<file path="config.mk">
export PLATFORM = sky130hd
export DESIGN_NAME = axi_ar_beat_gen
export DESIGN_NICKNAME = d
export VERILOG_FILES = /design/src/rtl/axi_beat_pkg.sv /design/src/rtl/axi_beat_addr_next.sv /design/src/rtl/axi_ar_beat_gen.sv
export SDC_FILE = /design/constraint.sdc
export NUM_CORES = 1
export LEC_CHECK = 0
export CAP_MARGIN = 20
export CORE_MARGIN = 4
export CORE_UTILIZATION = 54
export DETAILED_ROUTE_END_ITERATION = 8
export PLACE_DENSITY = 0.91
export SLEW_MARGIN = 0
export SYNTH_ARGS = -nofsm -noshare
export SYNTH_HDL_FRONTEND = slang
export SYNTH_SLANG_ARGS = --single-unit
</file>
<file path="constraint.sdc">
create_clock -name clk_i -period 6.6 [get_ports clk_i]
set_input_delay 0.99 -clock clk_i [delete_from_list [all_inputs] [get_ports clk_i]]
set_output_delay 0.99 -clock clk_i [all_outputs]
set_load 0.02 [all_outputs]
</file>
<file path="src/rtl/axi_beat_pkg.sv">
// Shared definitions for the AR-to-beat expansion path.
//   burst_t        : AXI burst encodings (FIXED/INCR/WRAP, 11 reserved)
//   state_t        : beat generator FSM states
//   PAGE_BITS      : address bits that may change while stepping (4KB page)
//   legal_wrap_len : true when len is a legal WRAP length (2/4/8/16 beats)
package axi_beat_pkg;

  typedef enum logic [1:0] {
    BURST_FIXED = 2'b00,
    BURST_INCR  = 2'b01,
    BURST_WRAP  = 2'b10,
    BURST_RSVD  = 2'b11
  } burst_t;

  typedef enum logic {
    IDLE,
    BURST
  } state_t;

  localparam int unsigned PAGE_BITS = 12;

  function automatic logic legal_wrap_len(input logic [7:0] len);
    return (len == 8'd1) || (len == 8'd3) || (len == 8'd7) || (len == 8'd15);
  endfunction

endpackage

</file>
<file path="src/rtl/axi_beat_addr_next.sv">
// Combinational next-beat address for one AXI burst step.
//   addr      : current beat address
//   len       : burst length (beats-1), selects the WRAP span
//   size      : log2 bytes per beat (clamped to the bus width for stepping)
//   burst     : burst type; illegal WRAP lengths and reserved type step as INCR
//   next_addr : address of the following beat; bits above the page never change
module axi_beat_addr_next
  import axi_beat_pkg::*;
#(
  parameter int unsigned ADDR_WIDTH = 32,
  parameter int unsigned DATA_WIDTH = 64
) (
  input  logic [ADDR_WIDTH-1:0] addr,
  input  logic [7:0]            len,
  input  logic [2:0]            size,
  input  logic [1:0]            burst,
  output logic [ADDR_WIDTH-1:0] next_addr
);

  localparam int unsigned NB       = DATA_WIDTH / 8;
  localparam logic [2:0]  MAX_SIZE = 3'($clog2(NB));

  logic [2:0]           eff_size;
  logic [PAGE_BITS-1:0] step;
  logic [PAGE_BITS-1:0] page_off;
  logic [PAGE_BITS-1:0] incr_off;
  logic [PAGE_BITS-1:0] wrap_span;
  logic [PAGE_BITS-1:0] wrap_lower;
  logic [PAGE_BITS-1:0] wrap_sum;
  logic [PAGE_BITS-1:0] wrap_off;

  always_comb begin
    eff_size   = (size > MAX_SIZE) ? MAX_SIZE : size;
    step       = PAGE_BITS'(1) << eff_size;
    page_off   = addr[PAGE_BITS-1:0];
    // INCR aligns down first so an unaligned start lands on the next boundary
    incr_off   = (page_off & ~(step - PAGE_BITS'(1))) + step;
    wrap_span  = (PAGE_BITS'(len) + PAGE_BITS'(1)) << eff_size;
    wrap_lower = page_off & ~(wrap_span - PAGE_BITS'(1));
    wrap_sum   = page_off + step;
    wrap_off   = (wrap_sum == wrap_lower + wrap_span) ? wrap_lower : wrap_sum;

    next_addr = addr;
    case (burst)
      BURST_FIXED: next_addr = addr;
      BURST_WRAP: begin
        if (legal_wrap_len(len)) next_addr[PAGE_BITS-1:0] = wrap_off;
        else                     next_addr[PAGE_BITS-1:0] = incr_off;
      end
      default:     next_addr[PAGE_BITS-1:0] = incr_off;
    endcase
  end

endmodule

</file>
<file path="src/rtl/axi_ar_beat_gen.sv">
// Expands one buffered AXI AR request into per-beat memory read requests.
//   clk_i, rst_i     : clock, synchronous active-high reset
//   slave_*          : AR request in (valid/ready handshake)
//   beat_*           : per-beat request out (valid/ready handshake), last flags final beat
//   busy_o           : burst in progress (mirrors beat_valid_o)
// A new AR is accepted in IDLE or alongside the final beat handshake, so
// consecutive bursts stream without an idle cycle.
module axi_ar_beat_gen
  import axi_beat_pkg::*;
#(
  parameter int unsigned ID_WIDTH   = 4,
  parameter int unsigned ADDR_WIDTH = 32,
  parameter int unsigned USER_WIDTH = 1,
  parameter int unsigned DATA_WIDTH = 64
) (
  input  logic                  clk_i,
  input  logic                  rst_i,
  input  logic                  slave_valid_i,
  input  logic [ADDR_WIDTH-1:0] slave_addr_i,
  input  logic [7:0]            slave_len_i,
  input  logic [2:0]            slave_size_i,
  input  logic [1:0]            slave_burst_i,
  input  logic [ID_WIDTH-1:0]   slave_id_i,
  input  logic [USER_WIDTH-1:0] slave_user_i,
  output logic                  slave_ready_o,
  output logic                  beat_valid_o,
  output logic [ADDR_WIDTH-1:0] beat_addr_o,
  output logic [2:0]            beat_size_o,
  output logic [ID_WIDTH-1:0]   beat_id_o,
  output logic [USER_WIDTH-1:0] beat_user_o,
  output logic                  beat_last_o,
  input  logic                  beat_ready_i,
  output logic                  busy_o
);

  state_t                state;
  logic [7:0]            count;
  logic [7:0]            len_q;
  logic [1:0]            burst_q;
  logic [ADDR_WIDTH-1:0] next_addr;
  logic                  ar_hs;
  logic                  beat_hs;

  axi_beat_addr_next #(
    .ADDR_WIDTH (ADDR_WIDTH),
    .DATA_WIDTH (DATA_WIDTH)
  ) u_addr_next (
    .addr      (beat_addr_o),
    .len       (len_q),
    .size      (beat_size_o),
    .burst     (burst_q),
    .next_addr (next_addr)
  );

  // beat_last_o is only ever set in BURST, so this reduces to the IDLE
  // acceptance plus overlap with the final beat handshake.
  assign slave_ready_o = !rst_i &&
                         ((state == IDLE) || (beat_valid_o && beat_ready_i && beat_last_o));
  assign ar_hs   = slave_valid_i && slave_ready_o;
  assign beat_hs = beat_valid_o && beat_ready_i;
  assign busy_o  = beat_valid_o;

  always_ff @(posedge clk_i) begin
    if (rst_i) begin
      state        <= IDLE;
      beat_valid_o <= 1'b0;
      beat_addr_o  <= '0;
      beat_size_o  <= '0;
      beat_id_o    <= '0;
      beat_user_o  <= '0;
      beat_last_o  <= 1'b0;
      count        <= '0;
      len_q        <= '0;
      burst_q      <= '0;
    end else if (ar_hs) begin
      state        <= BURST;
      beat_valid_o <= 1'b1;
      beat_addr_o  <= slave_addr_i;
      beat_size_o  <= slave_size_i;
      beat_id_o    <= slave_id_i;
      beat_user_o  <= slave_user_i;
      beat_last_o  <= (slave_len_i == 8'd0);
      count        <= slave_len_i;
      len_q        <= slave_len_i;
      burst_q      <= slave_burst_i;
    end else if (beat_hs) begin
      if (beat_last_o) begin
        state        <= IDLE;
        beat_valid_o <= 1'b0;
        beat_last_o  <= 1'b0;
      end else begin
        beat_addr_o <= next_addr;
        count       <= count - 8'd1;
        beat_last_o <= (count == 8'd1);
      end
    end
  end

endmodule

</file>
Word-level counts from Yosys, hierarchy flattened
Cells that the tools add are included.
- output and inout bits: 44
- flip-flop bits (word level): 60
- logic and storage cells: 66
- bits of input ports: 54
- shifts and indexed selects: 2
- $add $sub $neg: 7
- reduce and logical (&&, ||, !) cells: 16
- magnitude comparators: 1
- bitwise logic cells: 5
- equal/unequal tests: 9
- mux-type cells: 16
- operator list (operator ; count):
    2-to-1 mux 12 bit ; 4
    adder 12 bit ; 3
    2-to-1 mux 32 bit ; 1
    bitwise AND 12 bit ; 2
    2-to-1 mux 8 bit ; 3
    inverter 12 bit ; 2
    case mux 12 bit (2 select lines) ; 1
    subtractor 12 x 1 -> 12 bit (second input constant) ; 2
    == test 8 x 1 -> 1 bit (second input constant) ; 2
    == test 12 bit ; 1
    left shift 1 x 3 -> 12 bit (first input constant) ; 1
    left shift 12 x 3 -> 12 bit ; 1
    adder 8 x 1 -> 9 bit (second input constant) ; 1
    == test 8 x 2 -> 1 bit (second input constant) ; 1
    == test 8 x 3 -> 1 bit (second input constant) ; 1
    == test 8 x 4 -> 1 bit (second input constant) ; 1
    logical NOT 8 bit ; 1
    subtractor 8 x 1 -> 8 bit (second input constant) ; 1
    2-to-1 mux 1 bit ; 6
    logical AND 1 bit ; 4
    logical OR 1 bit ; 4
    AND reduction 2 bit ; 2
    nonzero test 2 bit ; 2
    > comparator 3 x 2 -> 1 bit (second input constant) ; 1
    8 further kinds ; 8

Depth between registers and ports, before layout
- word-level depth: 14
- gate-level depth with buffers: 23
- mapped depth without buffers: 20

By module
A second synthesis with hierarchy kept.
- cell total of the unflattened synthesis: 754
- area, all modules: 5670.4 sq um
- by module, submodules not included (module ; seq. area each (sq um) ; times used ; cells an instance ; area an instance (sq um)):
    axi_beat_addr_next ; 0.0 ; 1 ; 457 ; 3151.8
    axi_ar_beat_gen ; 1201.2 ; 1 ; 297 ; 2518.7

Worst setup path before layout
No wires, ideal clock.
- path type: flip-flop to flip-flop
- from: register len_q[1]
- to: register beat_addr_o[9]
- path buffers: 2
- required time: 6.468 ns
- setup slack: 1.948 ns
- cell stages (with the launch flop): 21
- library setup time: 0.132 ns
- period minus slack after synthesis: 4.652 ns
- arrival: 4.520 ns
- cell sequence: dfxtp_1 ha_1 clkbuf_1 and2_4 o21ai_0 nor3_1 buf_2 nand4_1 xnor2_1 and2_1 ha_1 nand2_1 a21oi_1 a2111oi_2 nor2b_1 o32ai_1 a21oi_1 o2111ai_2 mux2_4 a221oi_2 o32ai_1
- cells in the longest elaborated chain, start to end: 13
- elaborated cells between the ends (all ways): 20
- classes of those cells: add/sub (3); eq/ne (5); shift (1); mux (6); bitwise (2); reduce/logical (3)
- ends and longest elaborated chain (what ; RTL line ; RTL):
    from (decl) ; axi_ar_beat_gen.sv:38 ; logic [7:0] len_q;
    from (signal assigned) ; axi_ar_beat_gen.sv:84 ; len_q <= slave_len_i;
    adder 8 x 1 -> 9 bit ; axi_beat_addr_next.sv:38 ; wrap_span = (PAGE_BITS'(len) + PAGE_BITS'(1)) << eff_size;
    left shift 12 x 3 -> 12 bit ; axi_beat_addr_next.sv:38 ;
    subtractor 12 x 1 -> 12 bit ; axi_beat_addr_next.sv:39 ; wrap_lower = page_off & ~(wrap_span - PAGE_BITS'(1));
    inverter 12 bit ; axi_beat_addr_next.sv:39 ;
    bitwise AND 12 bit ; axi_beat_addr_next.sv:39 ;
    adder 12 bit ; axi_beat_addr_next.sv:41 ; wrap_off = (wrap_sum == wrap_lower + wrap_span) ? wrap_lower : wrap_sum;
    == test 12 bit ; axi_beat_addr_next.sv:41 ;
    2-to-1 mux 12 bit ; axi_beat_addr_next.sv:41 ;
    2-to-1 mux 12 bit (*) ; axi_beat_addr_next.sv:47 ; if (legal_wrap_len(len)) next_addr[PAGE_BITS-1:0] = wrap_off;
    case mux 12 bit (2 select lines) (*) ; axi_beat_addr_next.sv:44 ; case (burst)
    2-to-1 mux 12 bit (*) ; axi_ar_beat_gen.sv:87 ; if (beat_last_o) begin
    2-to-1 mux 12 bit (*) ; axi_ar_beat_gen.sv:86 ; end else if (beat_hs) begin
    2-to-1 mux 32 bit (*) ; axi_ar_beat_gen.sv:75 ; end else if (ar_hs) begin
    to (signal assigned) ; axi_ar_beat_gen.sv:78 ; beat_addr_o <= slave_addr_i;
    to (signal assigned) ; axi_ar_beat_gen.sv:92 ; beat_addr_o <= next_addr;
    to (decl) ; axi_ar_beat_gen.sv:27 ; output logic [ADDR_WIDTH-1:0] beat_addr_o,
Every way passes the cells marked *; elsewhere a longest branch is shown, timed or not. The select of a mux whose other input is x is not followed.
A chain may end at the register's enable or synchronous reset.

Worst setup path in the final report
- from: register len_q[0]
- to: register beat_addr_o[2]
Same word-level chain as after synthesis.

==> metrics.md <==
| Metric | Value |
|---|---|
| Detail Placement HPWL | 11600 um |
| Unrepaired setup endpoints after global routing | no |
| Worst-margin pin slew | 1.11 ns |
| Power share of the combinational group | 34.3% |
| Overall die area | 0.0112 mm2 |
| Library cell contributing the largest single delay on the critical path | sky130_fd_sc_hd__dfxtp_1 |
| Switching portion of total power | 36.0% |
| Wire length per cell | 17.3 um |
| Synth Register Bits | 60 |
| Maximum number of pins on one net before global-route repair | 66 |
| Finish-stage setup viols | 0 |
| Count of max-cap constraint violations | 0 |
| Count of warnings emitted by yosys | 0 |
| Outcome | complete, no violations |
| Wire length of the first global-routing pass | 25900 um |
| Final-stage net count | 854 |
| Routed metal-1 wirelength | 6520 um |
| Remaining antenna violation count | 0 |
| Static power due to leakage | 2.45 nW |
| TritonCTS Sinks | 60 |
| Fraction of power consumed by sequential logic | 36.5% |
| Post-Route Setup TNS | 0 ns |
| Data arrival at the endpoint of the critical path | 5.97 ns |
| Die Y | 106 um |
| Ratio of cells with drive above 1 in the final layout | 6.27% |
| Clock-pin slew on the worst setup and hold paths | 0.08 ns |
| Total Power | 1.15 mW |
| Initial DRT Pass Iterations | 5 |
| Routed length on met2 | 7210 um |
| Launch instance of the worst min-delay path | beat_addr_o[12]$_SDFFE_PP0P_ |
| Post-DR vias/cell | 6.29 |
| Maximum net fanout on the critical path | 13 |
| Layout area overhead | 22.2% |
| Hold violation total from the final report | 0 |
| Capturing element type of the critical path | flip-flop |
| Vias in the first global route | 5401 |
| Post-synthesis async set-or-reset flop share | 0% |
| Critical path class | reg2reg |
| Width of the die | 106 um |
| Total track usage | 27.8% |
| Fraction of synthesized cell area taken by the top area cell type | 23.2% |
| Highest clock frequency the design can meet | 175 MHz |
| Part of the Yosys area used for sequential elements | 23.2% |
| Total Wirelength | 15800 um |
| Clock network latency to the later pin of the worst-skew pair | 0.34 ns |
| Post-layout minimum cycle time | 5.73 ns |
| Clock Skews | 0.0127 ns |
| Uppermost layer routed | met4 |
| Headroom to the max-slew limit | 26.1% |
| Category of cells accounting for the largest share of critical-path delay | compound AO/OA/AOI/OAI gates |
| Number of DRC violations after detailed routing | 0 |
| Resize count post-CTS | 0 |
| Element type at the critical path start | flip-flop |
| R2R Path Start | len_q[0]$_SDFFE_PP0P_ |
| I/O pin total | 98 |
| Mean Syn Cell Area | 7.33 um2 |
| Cells along the critical path | ha_1 > nand3_1 > nor4b_1 > a311o_1 > or2_2 > and3_1 > o21a_1 > ha_1 > o21a_1 > nor2_1 > a31oi_1 > a2111oi_2 > nor2b_1 > o32ai_1 > a21oi_1 > o2111ai_2 > buf_4 > a21oi_1 > a21o_1 > a311oi_1 |
| Via count | 5726 |
| Post-layout worst setup margin | 0.870 ns |
| Pre-CTS WS | 1.01 ns |
| Power per Cell Area | 181 mW/mm2 |
| # placed instances | 893 |
| Worst EP required | 6.84 ns |
| Number of enable-type register cells in the synthesized netlist | 0 |
| Clock network power share | 29.2% |
| Ranking of synthesized cells by area | sky130_fd_sc_hd__dfxtp_1, sky130_fd_sc_hd__nand2_1, sky130_fd_sc_hd__xnor2_1 |
| Gp weighted congestion | 0.986 |
| Met3 routed wirelength | 1690 um |
| Non-filler cells, final | 910 |
| CTS tree | yes |
| H-tree depth | 3 |
| Area of the core | 0.00928 mm2 |
| Hold_buf cts | 0 |
| Largest area contributor in the netlist | sky130_fd_sc_hd__dfxtp_1 |
| Internal cell power | 736 uW |
| Std cell rows | 35 |
| Pins over their slew limit | 0 |
| Total setup buffers inserted after CTS | 0 |
| Initial Utilization | 55.8% |
| Launch point of the worst path | len_q[0]$_SDFFE_PP0P_ |
| Number of instances in the synthesized netlist | 707 |
| Top flip-flop cell by instance count after synthesis | sky130_fd_sc_hd__dfxtp_1 |
| Sw Pwr | 415 uW |
| Combined area of all synthesized cells | 0.00518 mm2 |
| Root cell of the clock tree | sky130_fd_sc_hd__clkbuf_8 |
| Delay of the slowest cell on the worst path | 0.58 ns |
| Antenna violations before repair | 0 |
| Worst Path Buf+Inv | 1 |
| Worst supply voltage drop on vdd | 0.158 mV |
| Number of port buffers | 97 |
| Max clock buf depth | 2 |
| Overflow left after global routing | 0 |
| TritonCTS buffer count | 9 |
| Number of antenna cells inserted | 0 |
| Distinct cell type count after synthesis | 83 |
| DRT iter0 DRCs | 661 |
| Utilization after layout | 68.3% |
| Class of the most critical hold timing path | reg2reg |
| Post-route clock period utilization | 86.8% |
==> worst paths after layout <==
check	end	slack (ns)	cells after the start
setup / recovery	beat_addr_o[2]$_SDFFE_PP0P_	0.87	20
hold / removal	beat_addr_o[12]$_SDFFE_PP0P_	0.48	2
setup reg to reg	beat_addr_o[2]$_SDFFE_PP0P_	0.87	20
hold reg to reg	beat_addr_o[12]$_SDFFE_PP0P_	0.48	2
==> sequential cells by signal, summed over array words and instances (netlist names) <==
register     flops
beat_addr_o     32
beat_id_o        4
beat_last_o      1
beat_size_o      3
beat_user_o      1
burst_q          2
count            8
len_q            8
state            1
==> area by class of cell <==
cell class	instances	area (um2)
Multi-Input combinational cell	584	3690
Fill cell	762	2950
Sequential cell	60	1200
Timing Repair Buffer	103	1020
Tap cell	129	161
Clock buffer	10	128
Inverter	18	67.6
Clock inverter	6	63.8
==> worst reg2reg max path: cells and delay by family, from the launching register on <==
family                     cells  cell delay, ns
AOI/OAI and AO/OA             11            2.76
DFF                            1            0.58
adders and majority gates      2            0.80
buffers and inverters          1            0.31
and+or+nand+nor                6            1.20
==> power groups by stage <==
stage          Combinational (mW)  Sequential, mW  Clock (mW)
6_report                    0.394           0.420       0.336
5_1_grt                     0.428           0.424       0.355
4_1_cts                     0.387           0.419       0.338
3_5_place_dp                0.383           0.427           0
3_3_place_gp                0.374           0.425           0
2_1_floorplan               0.255           0.431           0
==> routing by layer <==
metal	GRT usage [%]	vias up
met3	7.04	34
met2	44.3	333
met5	0	-
met4	10.5	0
li1	-	2678
met1	36.2	2681
==> placed cells by master, fill, tap and decap left out, types with 6 or more instances in the layout <==
cell and instances:
sky130_fd_sc_hd__nor3_1 13, sky130_fd_sc_hd__nand4_1 7, sky130_fd_sc_hd__xor2_1 12, sky130_fd_sc_hd__and3_1 6
sky130_fd_sc_hd__inv_1 16, sky130_fd_sc_hd__a31oi_1 8, sky130_fd_sc_hd__and2_1 8, sky130_fd_sc_hd__nand3b_1 30
sky130_fd_sc_hd__o21ai_0 25, sky130_fd_sc_hd__nand3_1 24, sky130_fd_sc_hd__nor4_1 8, sky130_fd_sc_hd__dfxtp_1 60
sky130_fd_sc_hd__xnor2_1 35, sky130_fd_sc_hd__clkbuf_8 9, sky130_fd_sc_hd__a21oi_1 56, sky130_fd_sc_hd__mux2i_1 8
sky130_fd_sc_hd__clkdlybuf4s50_1 96, sky130_fd_sc_hd__o21ai_1 6, sky130_fd_sc_hd__nor2_1 52, sky130_fd_sc_hd__nand2_1 131
sky130_fd_sc_hd__ha_1 23, sky130_fd_sc_hd__o21a_1 7
==> synth_stat cells (4+ instances only) <==
cell                       instances
sky130_fd_sc_hd__nand2_1         132
sky130_fd_sc_hd__dfxtp_1          60
sky130_fd_sc_hd__a21oi_1          56
sky130_fd_sc_hd__nor2_1           52
sky130_fd_sc_hd__xnor2_1          35
sky130_fd_sc_hd__nand3b_1         30
sky130_fd_sc_hd__clkbuf_1         27
sky130_fd_sc_hd__o21ai_0          25
sky130_fd_sc_hd__nand3_1          24
sky130_fd_sc_hd__ha_1             23
sky130_fd_sc_hd__inv_1            16
sky130_fd_sc_hd__nor3_1           13
sky130_fd_sc_hd__xor2_1           12
sky130_fd_sc_hd__and2_1            9
sky130_fd_sc_hd__a31oi_1           8
sky130_fd_sc_hd__buf_2             8
sky130_fd_sc_hd__mux2i_1           8
sky130_fd_sc_hd__nor4_1            8
sky130_fd_sc_hd__nand4_1           7
sky130_fd_sc_hd__o21a_1            7
sky130_fd_sc_hd__and3_1            6
sky130_fd_sc_hd__o21ai_1           6
sky130_fd_sc_hd__a211oi_1          5
sky130_fd_sc_hd__a21o_1            5
sky130_fd_sc_hd__buf_1             5
sky130_fd_sc_hd__buf_4             5
sky130_fd_sc_hd__o211ai_1          5
sky130_fd_sc_hd__o31ai_1           5
sky130_fd_sc_hd__o32ai_1           5
sky130_fd_sc_hd__or3_1             5
sky130_fd_sc_hd__a221o_1           4
sky130_fd_sc_hd__a311oi_1          4
sky130_fd_sc_hd__buf_6             4
sky130_fd_sc_hd__nor3b_1           4
sky130_fd_sc_hd__nor4b_1           4
==> logic make-up (layout without fill, tap and decap cells) <==
| logic type | after synthesis | count (layout) | synth area share (%) |
|---|---|---|---|
| xor+xnor | 47 | 47 | 7.94 |
| fa+ha+maj | 24 | 24 | 5.94 |
| flops | 60 | 60 | 23.2 |
| other cells | 1 | 5 | 0.0723 |
| simple gates | 316 | 316 | 30.1 |
| compound gates | 181 | 181 | 24.4 |
| buf+inv | 67 | 137 | 5.98 |
| mux | 11 | 11 | 2.34 |
==> metrics by stage <==
step / cell area (um2) / hold WS, ns
2_1_floorplan: 5200 / 0.445
3_3_place_gp: 6130 / 0.460
3_5_place_dp: 6130 / 0.468
4_1_cts: 6320 / 0.480
5_1_grt: 6340 / 0.496
6_report: 6340 / 0.478
Note: power is estimated with default switching activity, not from simulation.
